==> src/rtl/uart_rx.sv <==
// uart_rx: 8N1 serial receiver with 2-flop input synchronizer, mid-bit
// sampling and back-to-back frame support.
// Optional build macro UART_RX_MAJORITY_EN: each bit is sampled at
// HALF-1, HALF and HALF+1. The 2-of-3 majority is decided at HALF+1,
// so rx_done and frame_err fire one cycle later than in the default
// single-sample build.
module uart_rx #(
    parameter int BAUD_DIV = 5208,
    parameter int HALF     = BAUD_DIV / 2
) (
    input  logic       clk,
    input  logic       rst,
    input  logic       data_rx,
    output logic [7:0] data_out,
    output logic       rx_done,
    output logic       frame_err,
    output logic       rx_busy
);

    typedef enum logic [1:0] {
        IDLE  = 2'd0,
        START = 2'd1,
        DATA  = 2'd2,
        STOP  = 2'd3
    } state_t;

    localparam logic [15:0] CNT_MAX = 16'(BAUD_DIV - 1);
    localparam logic [15:0] HALF_C  = 16'(HALF);

    state_t      state_q, state_d;
    logic [15:0] cnt_q, cnt_d;
    logic [2:0]  idx_q, idx_d;
    logic [7:0]  shift_q, shift_d;
    logic [7:0]  data_q, data_d;
    logic        done_q, done_d;
    logic        ferr_q, ferr_d;
    logic        sync1_q, sync2_q, prev_q;

    logic        fall_c;
    logic        wrap_c;
    logic        decide_c;
    logic        sample_c;

    // A start edge is a high-to-low step between consecutive synchronized samples.
    assign fall_c = prev_q & ~sync2_q;
    assign wrap_c = (cnt_q == CNT_MAX);

`ifdef UART_RX_MAJORITY_EN
    localparam logic [15:0] HALF_M1 = 16'(HALF - 1);
    localparam logic [15:0] HALF_P1 = 16'(HALF + 1);

    logic [1:0] maj_q, maj_d;

    function automatic logic majority3(input logic a, input logic b, input logic c);
        return (a & b) | (a & c) | (b & c);
    endfunction

    // Capture the two early samples; the third is the live value at HALF+1.
    always_comb begin
        maj_d = maj_q;
        if (cnt_q == HALF_M1) maj_d[0] = sync2_q;
        if (cnt_q == HALF_C)  maj_d[1] = sync2_q;
    end

    // Early-sample holding register.
    always_ff @(posedge clk or negedge rst) begin
        if (!rst) maj_q <= 2'b11;
        else      maj_q <= maj_d;
    end

    assign decide_c = (cnt_q == HALF_P1);
    assign sample_c = majority3(maj_q[0], maj_q[1], sync2_q);
`else
    assign decide_c = (cnt_q == HALF_C);
    assign sample_c = sync2_q;
`endif

    // Two-flop synchronizer plus one delayed copy for edge detection; idle-high on reset.
    always_ff @(posedge clk or negedge rst) begin
        if (!rst) begin
            sync1_q <= 1'b1;
            sync2_q <= 1'b1;
            prev_q  <= 1'b1;
        end else begin
            sync1_q <= data_rx;
            sync2_q <= sync1_q;
            prev_q  <= sync2_q;
        end
    end

    // Next-state and datapath decisions for the receive FSM.
    always_comb begin
        state_d = state_q;
        cnt_d   = cnt_q;
        idx_d   = idx_q;
        shift_d = shift_q;
        data_d  = data_q;
        done_d  = 1'b0;
        ferr_d  = 1'b0;
        case (state_q)
            IDLE: begin
                cnt_d = 16'd0;
                idx_d = 3'd0;
                if (fall_c) state_d = START;
            end
            START: begin
                cnt_d = wrap_c ? 16'd0 : cnt_q + 16'd1;
                if (decide_c && sample_c) begin
                    // Start bit was a glitch: drop back without any pulse.
                    state_d = IDLE;
                    cnt_d   = 16'd0;
                end else if (wrap_c) begin
                    state_d = DATA;
                end
            end
            DATA: begin
                cnt_d = wrap_c ? 16'd0 : cnt_q + 16'd1;
                if (decide_c) shift_d[idx_q] = sample_c;
                if (wrap_c) begin
                    if (idx_q == 3'd7) state_d = STOP;
                    else               idx_d   = idx_q + 3'd1;
                end
            end
            STOP: begin
                cnt_d = wrap_c ? 16'd0 : cnt_q + 16'd1;
                if (decide_c) begin
                    if (sample_c) begin
                        data_d = shift_q;
                        done_d = 1'b1;
                    end else begin
                        ferr_d = 1'b1;
                    end
                    // Leave mid stop bit so a directly following start edge is caught.
                    state_d = IDLE;
                    cnt_d   = 16'd0;
                end
            end
            default: begin
                state_d = IDLE;
                cnt_d   = 16'd0;
                idx_d   = 3'd0;
            end
        endcase
    end

    // FSM, counters and output registers.
    always_ff @(posedge clk or negedge rst) begin
        if (!rst) begin
            state_q <= IDLE;
            cnt_q   <= 16'd0;
            idx_q   <= 3'd0;
            shift_q <= 8'h00;
            data_q  <= 8'h00;
            done_q  <= 1'b0;
            ferr_q  <= 1'b0;
        end else begin
            state_q <= state_d;
            cnt_q   <= cnt_d;
            idx_q   <= idx_d;
            shift_q <= shift_d;
            data_q  <= data_d;
            done_q  <= done_d;
            ferr_q  <= ferr_d;
        end
    end

    assign data_out  = data_q;
    assign rx_done   = done_q;
    assign frame_err = ferr_q;
    assign rx_busy   = (state_q != IDLE);

endmodule

==> config.mk <==
export PLATFORM = sky130hd
export DESIGN_NAME = uart_rx
export DESIGN_NICKNAME = d
export VERILOG_FILES = /design/src/rtl/uart_rx.sv
export SDC_FILE = /design/constraint.sdc
export NUM_CORES = 1
export LEC_CHECK = 0
export ABC_AREA = 1
export CAP_MARGIN = 20
export CELL_PAD_IN_SITES_DETAIL_PLACEMENT = 0
export CELL_PAD_IN_SITES_GLOBAL_PLACEMENT = 2
export CORE_ASPECT_RATIO = 0.7
export CORE_MARGIN = 3
export CORE_UTILIZATION = 23
export DETAILED_ROUTE_END_ITERATION = 7
export HOLD_SLACK_MARGIN = 0.15
export PLACE_DENSITY = 0.55
export REMOVE_ABC_BUFFERS = 1
export SLEW_MARGIN = 15
export SYNTH_ARGS = -nofsm -noshare
export SYNTH_HDL_FRONTEND = slang
export SYNTH_SLANG_ARGS = --single-unit
==> constraint.sdc <==
create_clock -name clk -period 1.9 [get_ports clk]
set_input_delay 0.19 -clock clk [delete_from_list [all_inputs] [get_ports clk]]
set_output_delay 0.19 -clock clk [all_outputs]
set_load 0.005 [all_outputs]
# Word level (Yosys, flattened, before mapping)
# Cells that the tools add are included.
# W data, S select, Z words.
[op_classes] eq_ne=12 reduce_logical=9 add_sub_neg=2 n_bitwise=2 muxes=23 order_cmp=2
[op_table] cell="$pmux W16 S4" n=1
[op_table] cell="$mux W16" n=3
[op_table] cell="$add A16 B1 Y16 const B" n=1
[op_table] cell="$eq A16 B12 Y1 const B" n=1
[op_table] cell="$eq A16 B13 Y1 const B" n=1
[op_table] cell="$mux W2" n=6
[op_table] cell="$ne A2 B2 Y1 const B" n=5
[op_table] cell="$bwmux W8" n=1
[op_table] cell="$pmux W2 S4" n=1
[op_table] cell="$mux W1" n=7
[op_table] cell="$mux W3" n=2
[op_table] cell="$pmux W3 S2" n=1
[op_table] cell="$reduce_and A3 Y1" n=2
[op_table] cell="$reduce_and A5 Y1" n=1
[op_table] cell="$eq A2 B2 Y1 const B" n=2
[op_table] cell="$lt A3 B4 Y1 const B" n=1
[op_table] cell="$reduce_bool A2 Y1" n=2
[op_table] cell="$add A3 B1 Y3 const B" n=1
[op_table] cell="$demux W1 S3" n=1
[op_table] cell="$eq A3 B3 Y1 const B" n=1
[op_table] cell="$ge A3 B1 Y1 const B" n=1
[op_table] cell="$ne A3 B3 Y1 const B" n=1
[op_table] cell="$eq A2 B1 Y1 const B" n=1
[op_table] cell="$logic_and A1 B1 Y1" n=2
[op_table] cell="other kinds (4)" n=4
[word_totals] elab_cells=60 register_bits=42 input_bits=3

# Logic depth before layout (Yosys ltp)
# Gate-level depths: netlist (run 1).
[depth] depth_word=5 ltp_mapped=11 ltp_nobuf=11

# Least setup slack after synthesis (run 1)
# Ideal clock, no wire load.
[synth_timing] kind="reg2reg" start="register cnt_q[0]" end="register cnt_q[3]" slack_ns=0.417 path_stages_with_launch=11 required_time_ns=1.778 arrival_ns=1.360 synth_period_minus_slack_ns=1.483 cell_sequence="dfrtp_1 > inv_1 > ha_1 > nand3_1 > nor2_1 > nand2_2 > o21ai_2 > nand2_2 > nand2_4 > buf_12 > nor2_2"
[synth_between] elab_chain_cells=4 elab_cells_between_ends=8
[synth_rtl] item="start, declared" line="31" rtl="logic [15:0] cnt_q, cnt_d;"
[synth_rtl] item="start signal, assigned" line="158" rtl="cnt_q <= cnt_d;"
[synth_rtl] item="$add A16 B1 Y16, or another cell as far along" line="107, 117, 125"
[synth_rtl] item="$mux W16 / $logic_and A1 B1 Y1 (equally long branches)"
[synth_rtl] item="$mux W16, on equally long branches" line="126, 108"
[synth_rtl] item="$pmux W16 S4 (*)" line="100" rtl="case (state_q)"
[synth_rtl] item="via cnt_d[3]" line="31"
# The timed path passes the listed nets; every way through them passes the cells marked *.
# A chain may end at the register's enable or synchronous reset.

# Final worst setup path (run 1)
[layout_timing] start="register cnt_q[0]" end="register cnt_q[11]"
# Same word-level chain as after synthesis.

==> results of run 1 <==
==> cell families after synthesis <==
logic type               after synthesis  synth area share, %
flip-flops                            42                 49.4
AO/OA/AOI/OAI                         16                 3.92
buffers and inverters                 33                 6.62
adder cells (fa/ha/maj)                4                 2.34
AND/OR/NAND/NOR                      158                 33.3
XOR/XNOR                              11                 4.51
==> path summary, 6_finish.rpt <==
| kind | to | slack (ns) | startpoint | depth (start not counted) |
|---|---|---|---|---|
| min in group asynchronous | cnt_q[11] | 0.53 | rst | 2 |
| hold / removal | sync1_q | 0.32 | data_rx | 1 |
| max in group asynchronous | data_out[5] | 0.79 | rst | 3 |
| setup / recovery | cnt_q[11] | 0.23 | cnt_q[0] | 8 |
| hold reg to reg | sample_c | 0.36 | sync1_q | 0 |
| setup reg to reg | cnt_q[11] | 0.23 | cnt_q[0] | 8 |
==> Yosys cell counts, drive strengths merged <==
master	number	area, um^2
nand2	80	315
nor2	48	223
dfrtp	39	976
inv	31	116
nand3	19	100
o21ai	16	83.8
xor2	11	96.3
nor3	7	46.3
ha	4	50.1
dfstp	3	78.8
nand4	3	18.8
buf	1	20.0
clkinv	1	5.00
nand3b	1	7.51
==> metal layers <==
metal	part of all wire [%]	vias up	global-route usage (%)	wire (um)
met5	0	-	0	0
met4	0.55	0	3.36	29
met3	3.6	2	3.20	191
met2	35	24	14.1	1840
met1	61	748	19.2	3260
li1	-	870	-	-
==> power by group through the flow <==
stage,registers [W],logic (W),clock network (W)
2_1_floorplan,0.000984,0.000250,0
3_3_place_gp,0.000995,0.000369,0
3_5_place_dp,0.000995,0.000365,0
4_1_cts,0.000979,0.000369,0.000999
5_1_grt,0.000987,0.000420,0.00103
6_report,0.000978,0.000362,0.000958
==> timing repair <==
item,in CTS,in global routing
resized for setup,0,2
endpoints found under the hold margin,28,0
hold buffers,1,0
endpoints found under the setup margin,0,21
==> registers in the layout, indices dropped and copies added (netlist names), named ones only <==
signal / cells
data_out: 8
frame_err: 1
shift_q: 8
state_q: 1
sample_c: 1
sync1_q: 1
rx_done: 1
prev_q: 1
cnt_q: 16
idx_q: 3
==> critical path, cell delays in order (launching register included) <==
cell and delay, ns:
dfrtp_1 0.40, ha_1 0.23, nand2_1 0.07, nor2_1 0.11
nand2_1 0.08, nor2_2 0.21, inv_1 0.11, nand2_4 0.25
nor2_1 0.08
==> layout make-up <==
type	count	area (um^2)	area share, %
repair buffers	19	173	6.62
multi-input cells	189	946	36.2
inverters	32	121	4.65
clock buffers	5	125	4.79
clock inverters	3	40.0	1.53
well taps	120	150	5.75
flip-flops and latches	42	1050	40.4
==> metrics by stage <==
stage                     worst slack, ns  utilization, %
after floorplan                     0.441               -
after global placement              0.122            27.9
after detailed placement            0.113            27.9
after CTS                           0.113            29.9
after global routing              0.00798            29.9
final                               0.232            29.9
==> layout by cell type, fill, tap and decap left out <==
| cell type | instances |
|---|---|
| nand2_2 | 3 |
| dlygate4sd3_1 | 1 |
| clkbuf_16 | 5 |
| ha_1 | 4 |
| bufinv_16 | 1 |
| nor3_4 | 1 |
| nand3_2 | 1 |
| nor2_1 | 31 |
| o21ai_2 | 1 |
| nand3_1 | 18 |
| nand4_1 | 3 |
| nor3_1 | 6 |
| nand2_4 | 1 |
| inv_1 | 29 |
| buf_4 | 5 |
| clkinv_2 | 3 |
| dfrtp_1 | 39 |
| nor2_4 | 1 |
| xor2_1 | 11 |
| dfstp_2 | 3 |
| nand2_1 | 76 |
| inv_2 | 2 |
| clkdlybuf4s50_1 | 12 |
| o21ai_0 | 15 |
| buf_2 | 1 |
| nand3b_1 | 1 |
| nor2_2 | 16 |
==> impl_metrics.env, run 1 <==
export IMPL_routed_wl_mm=5.32
export IMPL_fin_area_mm2=0.00261
export IMPL_fin_crit_ns=1.67
export IMPL_cellLeakagePower_nw=1.16
export IMPL_cp_start_kind="flip-flop"
export IMPL_clk_pin_slew_worst_paths_ns=0.06
export IMPL_drc=0
export IMPL_fill_cells=929
export IMPL_p_sw_share_pct=27.4
export IMPL_place_congestion=0.761
export IMPL_syn_to_final_growth_pct=22.1
export IMPL_power_total_w=0.00230
export IMPL_yosysUniqueCellTypes=22
export IMPL_hold_class="input port to flip-flop"
export IMPL_io_pins=14
export IMPL_gr_total_overflow=0
export IMPL_layout_drive_gt1_share_pct=15.2
export IMPL_dr_pass1_iters=4
export IMPL_track_usage_pct=11.6
export IMPL_pwr_share_seq_pct=42.6
export IMPL_p_clk_share_pct=41.7
export IMPL_dieArea_mm2=0.0105
export IMPL_path_max_fanout=16
export IMPL_diodes=0
export IMPL_cts_htree_levels=2
export IMPL_clockBufferDepth=2
export IMPL_post_cts_buffers=0
export IMPL_place_inst=401
export IMPL_power_density_mw_per_mm2=880
export IMPL_fmax_mhz=599
export IMPL_via_count=1644
export IMPL_grt_pass1_wl_mm=9.27
export IMPL_hold_viol=0
export IMPL_run_status="finished clean"
export IMPL_yosys_warnings=0
export IMPL_layoutNonFillerInstCount=410
export IMPL_fin_skew_ns=0.00743
export IMPL_postSynthCellCount=264
export IMPL_nets=296
export IMPL_vdd_drop_max_mv=0.326
export IMPL_cts_root_buf="clkbuf_16"
export IMPL_ys_ff_latch=42
export IMPL_p_int_w=0.00167
export IMPL_rows=28
export IMPL_rsz0062_at_grt="no"
export IMPL_tns_ns=0
export IMPL_antenna_found_initial=0
export IMPL_tightest_slew_ns=0.775
export IMPL_critPathRequiredTime_ns=2.06
export IMPL_cts_tree="done"
export IMPL_initial_core_util_pct=24.5
export IMPL_ys_seq_area_share_pct=49.4
export IMPL_placed_cell_area_mm2=0.00243
export IMPL_numCtsBuffers=5
export IMPL_chipWidth_um=121
export IMPL_ant_nets=0
export IMPL_slew_headroom_pct=48.4
export IMPL_clock_sinks=42
export IMPL_combPwrFrac_pct=15.8
export IMPL_dp_hpwl_mm=4.02
export IMPL_worst_setup_path_end_kind="flip-flop"
export IMPL_holdWs_ns=0.315
export IMPL_cap_violations=0
export IMPL_die_y_um=86.7
export IMPL_core_area_mm2=0.00872
export IMPL_grt_max_degree=34
export IMPL_drt_iter0_markers=100
export IMPL_wl_per_cell_um=13.0
export IMPL_worstSetupPathType="flip-flop to flip-flop"
export IMPL_post_route_period_util_pct=87.8
export IMPL_synth_area_mm2=0.00214
export IMPL_slew_violations=0
export IMPL_first_global_vias=1681
export IMPL_vias_per_cell=4.01
export IMPL_p_sw_w=0.000630
export IMPL_critPathArrivalTime_ns=1.83
export IMPL_finalSetupViolations=0
export IMPL_syn_area_per_cell_um2=8.09
export IMPL_clkLatencyLatePin_ns=0.28
export IMPL_port_buffers=13
(Power assumes the default switching activity.)
==> inputs of run 2 (changes only) <==
==> constraint.sdc (replaced) <==
create_clock -name clk -period 1.9 [get_ports clk]
set_input_delay 0.38 -clock clk [delete_from_list [all_inputs] [get_ports clk]]
set_output_delay 0.38 -clock clk [all_outputs]
set_load 0.005 [all_outputs]
==> impl_metrics.env, run 2 (same netlist as run 1, synthesis figures left out) <==
export IMPL_clkLatencyLatePin_ns=0.29
export IMPL_fmax_mhz=555
export IMPL_fin_crit_ns=1.80
export IMPL_first_global_vias=1672
export IMPL_port_buffers=13
export IMPL_place_congestion=0.748
export IMPL_syn_to_final_growth_pct=21.5
export IMPL_io_pins=14
export IMPL_cts_tree="done"
export IMPL_pre_cts_ws_ns=0.144
export IMPL_final_cell_mix="nand2_1 (76), dfrtp_1 (39), nor2_1 (32)"
export IMPL_clock_sinks=42
export IMPL_slew_headroom_pct=68.1
export IMPL_diodes=0
export IMPL_drc=0
export IMPL_path_max_fanout=5
export IMPL_cellLeakagePower_nw=1.14
export IMPL_path_buf_inv=2
export IMPL_slew_violations=0
export IMPL_hold_class="flip-flop to flip-flop"
export IMPL_worst_setup_path_end_kind="primary output"
export IMPL_chipWidth_um=121
export IMPL_clk_pin_slew_worst_paths_ns=0.06
export IMPL_antenna_found_initial=0
export IMPL_rows=28
export IMPL_drt_iter0_markers=89
export IMPL_initial_core_util_pct=24.5
export IMPL_post_route_period_util_pct=94.8
export IMPL_critPathRequiredTime_ns=1.52
export IMPL_worstSetupPathType="flip-flop to primary output"
export IMPL_via_count=1630
export IMPL_clockBufferDepth=2
export IMPL_finalSetupViolations=0
export IMPL_cts_root_buf="clkbuf_16"
export IMPL_final_common_cell="nand2_1"
export IMPL_cap_violations=0
export IMPL_grt_pass1_wl_mm=8.85
export IMPL_regMostFlops="cnt_q"
export IMPL_vias_per_cell=4.00
export IMPL_run_status="finished clean"
export IMPL_routed_wl_mm=5.35
export IMPL_fill_cells=942
export IMPL_cts_htree_levels=2
export IMPL_critPathArrivalTime_ns=1.42
export IMPL_post_cts_buffers=0
export IMPL_cp_start_kind="flip-flop"
export IMPL_numCtsBuffers=5
export IMPL_cp_top_family="buffers and inverters"
export IMPL_wl_per_cell_um=13.1
export IMPL_fin_skew_ns=0.00588
export IMPL_setup_ws_ns=0.0994
export IMPL_ant_nets=0
export IMPL_crit_slowest_cell="clkdlybuf4s50_1"
export IMPL_layout_drive_gt1_share_pct=14.2
export IMPL_multi_input_area_um2=952
export IMPL_power_density_mw_per_mm2=856
export IMPL_core_area_mm2=0.00872
export IMPL_tightest_slew_ns=0.478
export IMPL_dieArea_mm2=0.0105
export IMPL_rsz0062_at_grt="no"
export IMPL_fin_area_mm2=0.00260
export IMPL_gr_total_overflow=0
export IMPL_track_usage_pct=11.1
export IMPL_hold_viol=0
export IMPL_placed_cell_area_mm2=0.00243
export IMPL_dr_pass1_iters=4
export IMPL_tns_ns=0
export IMPL_vdd_drop_max_mv=0.403
export IMPL_die_y_um=86.7
export IMPL_register_area_mm2=0.00105
export IMPL_path_cells="nor2_1 -> inv_1 -> clkdlybuf4s50_1"
export IMPL_grt_max_degree=26
export IMPL_largest_register_ffs=16
export IMPL_nets=294
export IMPL_cp_slowest_stage_delay_ns=0.45
export IMPL_dp_hpwl_mm=4.06
run 2: changes by cell type in the layout (fill, tap and decap cells not counted), sizes merged:
cell / before / now
clkinv: 3 / 1
clkinvlp: 0 / 2
inv: 31 / 32
bufinv: 1 / 0
buf: 6 / 4
run 2: final timing paths:
| kind | from | end | slack, ns | cells past startpoint |
|---|---|---|---|---|
| max | flip-flop | rx_busy | 0.1 | 3 |
| min | sync1_q | sample_c | 0.36 | 0 |
| max reg2reg | cnt_q[0] | data_out[3] | 0.24 | 10 |
| min reg2reg | sync1_q | sample_c | 0.36 | 0 |
| max in group asynchronous | rst | prev_q | 0.74 | 3 |
| min in group asynchronous | rst | cnt_q[1] | 0.58 | 2 |
run 2: where the power goes:
part,internal (W),switching (W)
clock,0.000491,0.000375
combinational,0.000127,0.000250
sequential,0.000935,0.0000459
run 2: cell type report:
| cell class | count | area share, % |
|---|---|---|
| clock buffer | 5 | 4.82 |
| inverter | 32 | 4.67 |
| timing repair buffer | 17 | 6.55 |
| multi-input combinational | 189 | 36.7 |
| clock inverter | 3 | 0.915 |
| sequential | 42 | 40.6 |
| tap | 120 | 5.78 |
run 2: worst reg2reg max path, cell delays in order, from the launching register on:
cell	delay [ns]
dfrtp_1	0.41
inv_1	0.07
ha_1	0.18
nand3_1	0.07
nor2_1	0.14
nand2_2	0.12
inv_1	0.08
nand3_2	0.20
clkinv_2	0.20
nand2_1	0.07
nand2_1	0.06
run 2: routing by layer:
metal	part of all wire, %	routed length, um	GRT usage [%]
met2	34	1810	13.1
met3	2.9	154	3.33
met4	1.0	54	3.05
met5	0	0	0
met1	62	3330	18.5
run 2: what timing repair did:
action,in CTS,in global routing
hold endpoints to repair,17,0
gates resized for setup,0,2
setup endpoints to repair,0,18
hold buffers,1,0
run 2: stage by stage:
stage | cells | util (%) | power [W] | hold WS [ns]
after floorplan | 263 | - | 0.00123 | 0.0844
after detailed placement | 399 | 27.8 | 0.00137 | 0.348
after global placement | 399 | 27.8 | 0.00139 | 0.346
after CTS | 408 | 29.6 | 0.00226 | 0.358
after global routing | 408 | 29.8 | 0.00236 | 0.365
final | 408 | 29.8 | 0.00222 | 0.356
==> inputs of run 3 (changes only) <==
ABC_AREA = default   (was 1)
PLACE_DENSITY = 0.51   (was 0.55)
==> impl_metrics.env, run 3 <==
export IMPL_run_status="finished clean"
export IMPL_yosys_area_top_type="dfrtp_1"
export IMPL_die_y_um=86.3
export IMPL_synth_edff_count=0
export IMPL_critPathRequiredTime_ns=2.07
export IMPL_ant_nets=0
export IMPL_nets=220
export IMPL_power_density_mw_per_mm2=894
export IMPL_via_count=1510
export IMPL_syn_area_per_cell_um2=11.5
export IMPL_holdPathEnd="sample_c"
export IMPL_final_common_cell="dfrtp_1"
export IMPL_core_area_mm2=0.00869
export IMPL_grt_max_degree=25
export IMPL_fin_skew_ns=0.00392
export IMPL_reg2reg_from="cnt_q[0]"
export IMPL_fin_crit_ns=1.82
export IMPL_hold_viol=0
export IMPL_diodes=0
export IMPL_final_cell_mix="dfrtp_1 (37), mux2_2 (14), buf_4 (14)"
export IMPL_clk_pin_slew_worst_paths_ns=0.06
export IMPL_synth_main_ff_cell="dfrtp_1"
export IMPL_placed_cell_area_mm2=0.00250
export IMPL_synth_async_reset_ratio_pct=100
export IMPL_chipWidth_um=121
export IMPL_rsz0062_at_grt="yes"
export IMPL_regMostFlops="cnt_q"
export IMPL_track_usage_pct=10.2
export IMPL_dieArea_mm2=0.0104
export IMPL_power_total_w=0.00245
export IMPL_rows=28
export IMPL_synth_top_area_share_pct=46.0
export IMPL_grt_pass1_wl_mm=8.37
export IMPL_routed_wl_mm=4.96
export IMPL_syn_to_final_growth_pct=29.5
export IMPL_worstSetupPathType="flip-flop to flip-flop"
export IMPL_numCtsBuffers=5
export IMPL_tns_ns=0
export IMPL_vdd_drop_max_mv=0.307
export IMPL_hold_class="flip-flop to flip-flop"
export IMPL_first_global_vias=1528
export IMPL_largest_register_ffs=16
export IMPL_rr_endpoint="shift_q[0]"
export IMPL_slew_violations=0
export IMPL_cts_htree_levels=2
export IMPL_worst_setup_path_end_kind="flip-flop"
export IMPL_yosysMostFrequentCell="dfrtp_1"
export IMPL_cts_tree="done"
export IMPL_tightest_slew_ns=0.505
export IMPL_clkLatencyLatePin_ns=0.28
export IMPL_cap_violations=0
export IMPL_hold_depth=0
export IMPL_drc=0
export IMPL_cellLeakagePower_nw=1.17
export IMPL_ys_seq_area_share_pct=49.8
export IMPL_initial_core_util_pct=24.4
export IMPL_finalSetupViolations=0
export IMPL_port_buffers=13
export IMPL_cts_root_buf="clkbuf_16"
export IMPL_place_congestion=0.725
export IMPL_worstRegToRegCells=6
export IMPL_gr_total_overflow=0
export IMPL_path_max_fanout=5
export IMPL_slew_headroom_pct=66.4
export IMPL_clock_sinks=42
export IMPL_antenna_found_initial=0
export IMPL_fin_area_mm2=0.00274
export IMPL_wl_per_cell_um=14.8
export IMPL_critPathArrivalTime_ns=1.99
export IMPL_post_route_period_util_pct=96.0
export IMPL_layout_drive_gt1_share_pct=29.0
export IMPL_dr_pass1_iters=4
export IMPL_ys_ff_latch=42
export IMPL_drt_iter0_markers=141
export IMPL_fmax_mhz=548
export IMPL_yosysUniqueCellTypes=37
export IMPL_vias_per_cell=4.52
export IMPL_yosys_warnings=0
export IMPL_postSynthCellCount=185
export IMPL_synth_common_cells="dfrtp_1 (39), mux2_2 (16), nor2_1 (12), xor2_1 (12), nand4_1 (9)"
export IMPL_min_from="sync1_q"
export IMPL_yosys_top_cells_area="dfrtp_1 (46%), mux2_2 (8.5%), xor2_1 (5.0%)"
export IMPL_dp_hpwl_mm=3.65
export IMPL_rrSetupSlack_ns=0.08
export IMPL_io_pins=14
export IMPL_clockBufferDepth=2
export IMPL_synth_area_mm2=0.00212
export IMPL_cp_start_kind="flip-flop"
[run 3: through the flow]
| stage | hold slack, ns | instances | setup slack [ns] | util [%] |
|---|---|---|---|---|
| finish | 0.363 | 334 | 0.0757 | 31.6 |
| global route | 0.368 | 334 | -0.0606 | 31.6 |
| CTS | 0.364 | 334 | 0.0163 | 31.3 |
| detailed placement | 0.354 | 323 | 0.0362 | 28.7 |
| global placement | 0.351 | 323 | 0.0544 | 28.7 |
| floorplan | 0.0844 | 175 | 0.121 | - |
[run 3: per-layer routing]
layer | routed length [um] | global-route usage (%)
met3 | 109 | 2.22
met4 | 37 | 2.78
met5 | 0 | 0
met1 | 2790 | 15.9
met2 | 2020 | 14.0
[run 3: report_power, final]
part / leakage (nW) / switching [W] / internal [W]
combinational: 0.517 / 0.000168 / 0.000153
clock: 0.0940 / 0.000357 / 0.000755
sequential: 0.564 / 0.0000655 / 0.000955
total: 1.17 / 0.000591 / 0.00186
[run 3: final cells by class]
cell class / count / area, um^2
multi-input cells: 129 / 1020
clock buffers: 5 / 125
clock inverters: 3 / 68.8
well taps: 120 / 150
fillers: 907 / 5940
flip-flops and latches: 42 / 1060
repair buffers: 31 / 303
inverters: 4 / 15.0
[run 3: cells by family (layout without fill, tap and decap cells)]
kind of cell | Yosys count | count (layout) | synth area share, %
simple gates | 83 | 83 | 26.2
buf+inv | 14 | 43 | 3.01
fa+ha+maj | 4 | 4 | 2.36
flops | 42 | 42 | 49.8
mux | 16 | 16 | 8.50
compound gates | 13 | 13 | 4.84
xor+xnor | 13 | 13 | 5.37
[run 3: how the worst max path moves through the flow]
stage / from / end
floorplan: cnt_q[0] / data_out[0]
global placement: cnt_q[0] / shift_q[0]
detailed placement: cnt_q[0] / shift_q[0]
CTS: cnt_q[0] / shift_q[0]
global route: cnt_q[0] / shift_q[2]
finish: cnt_q[0] / shift_q[0]
[run 3: critical path, stage by stage (launching register included)]
cell and delay, ns:
dfrtp_1 0.42, inv_1 0.07, ha_1 0.15, and4bb_2 0.29
nand4_1 0.19, nor3b_2 0.27, mux2_4 0.32
[run 3: repair_timing]
action	4_1_cts	5_1_grt
buffers inserted	2	0
endpoints found under the hold margin	17	0
gates resized for setup	2	6
hold buffers	1	0
gates cloned	0	0
setup endpoints to repair	1	17
pin swaps	0	3
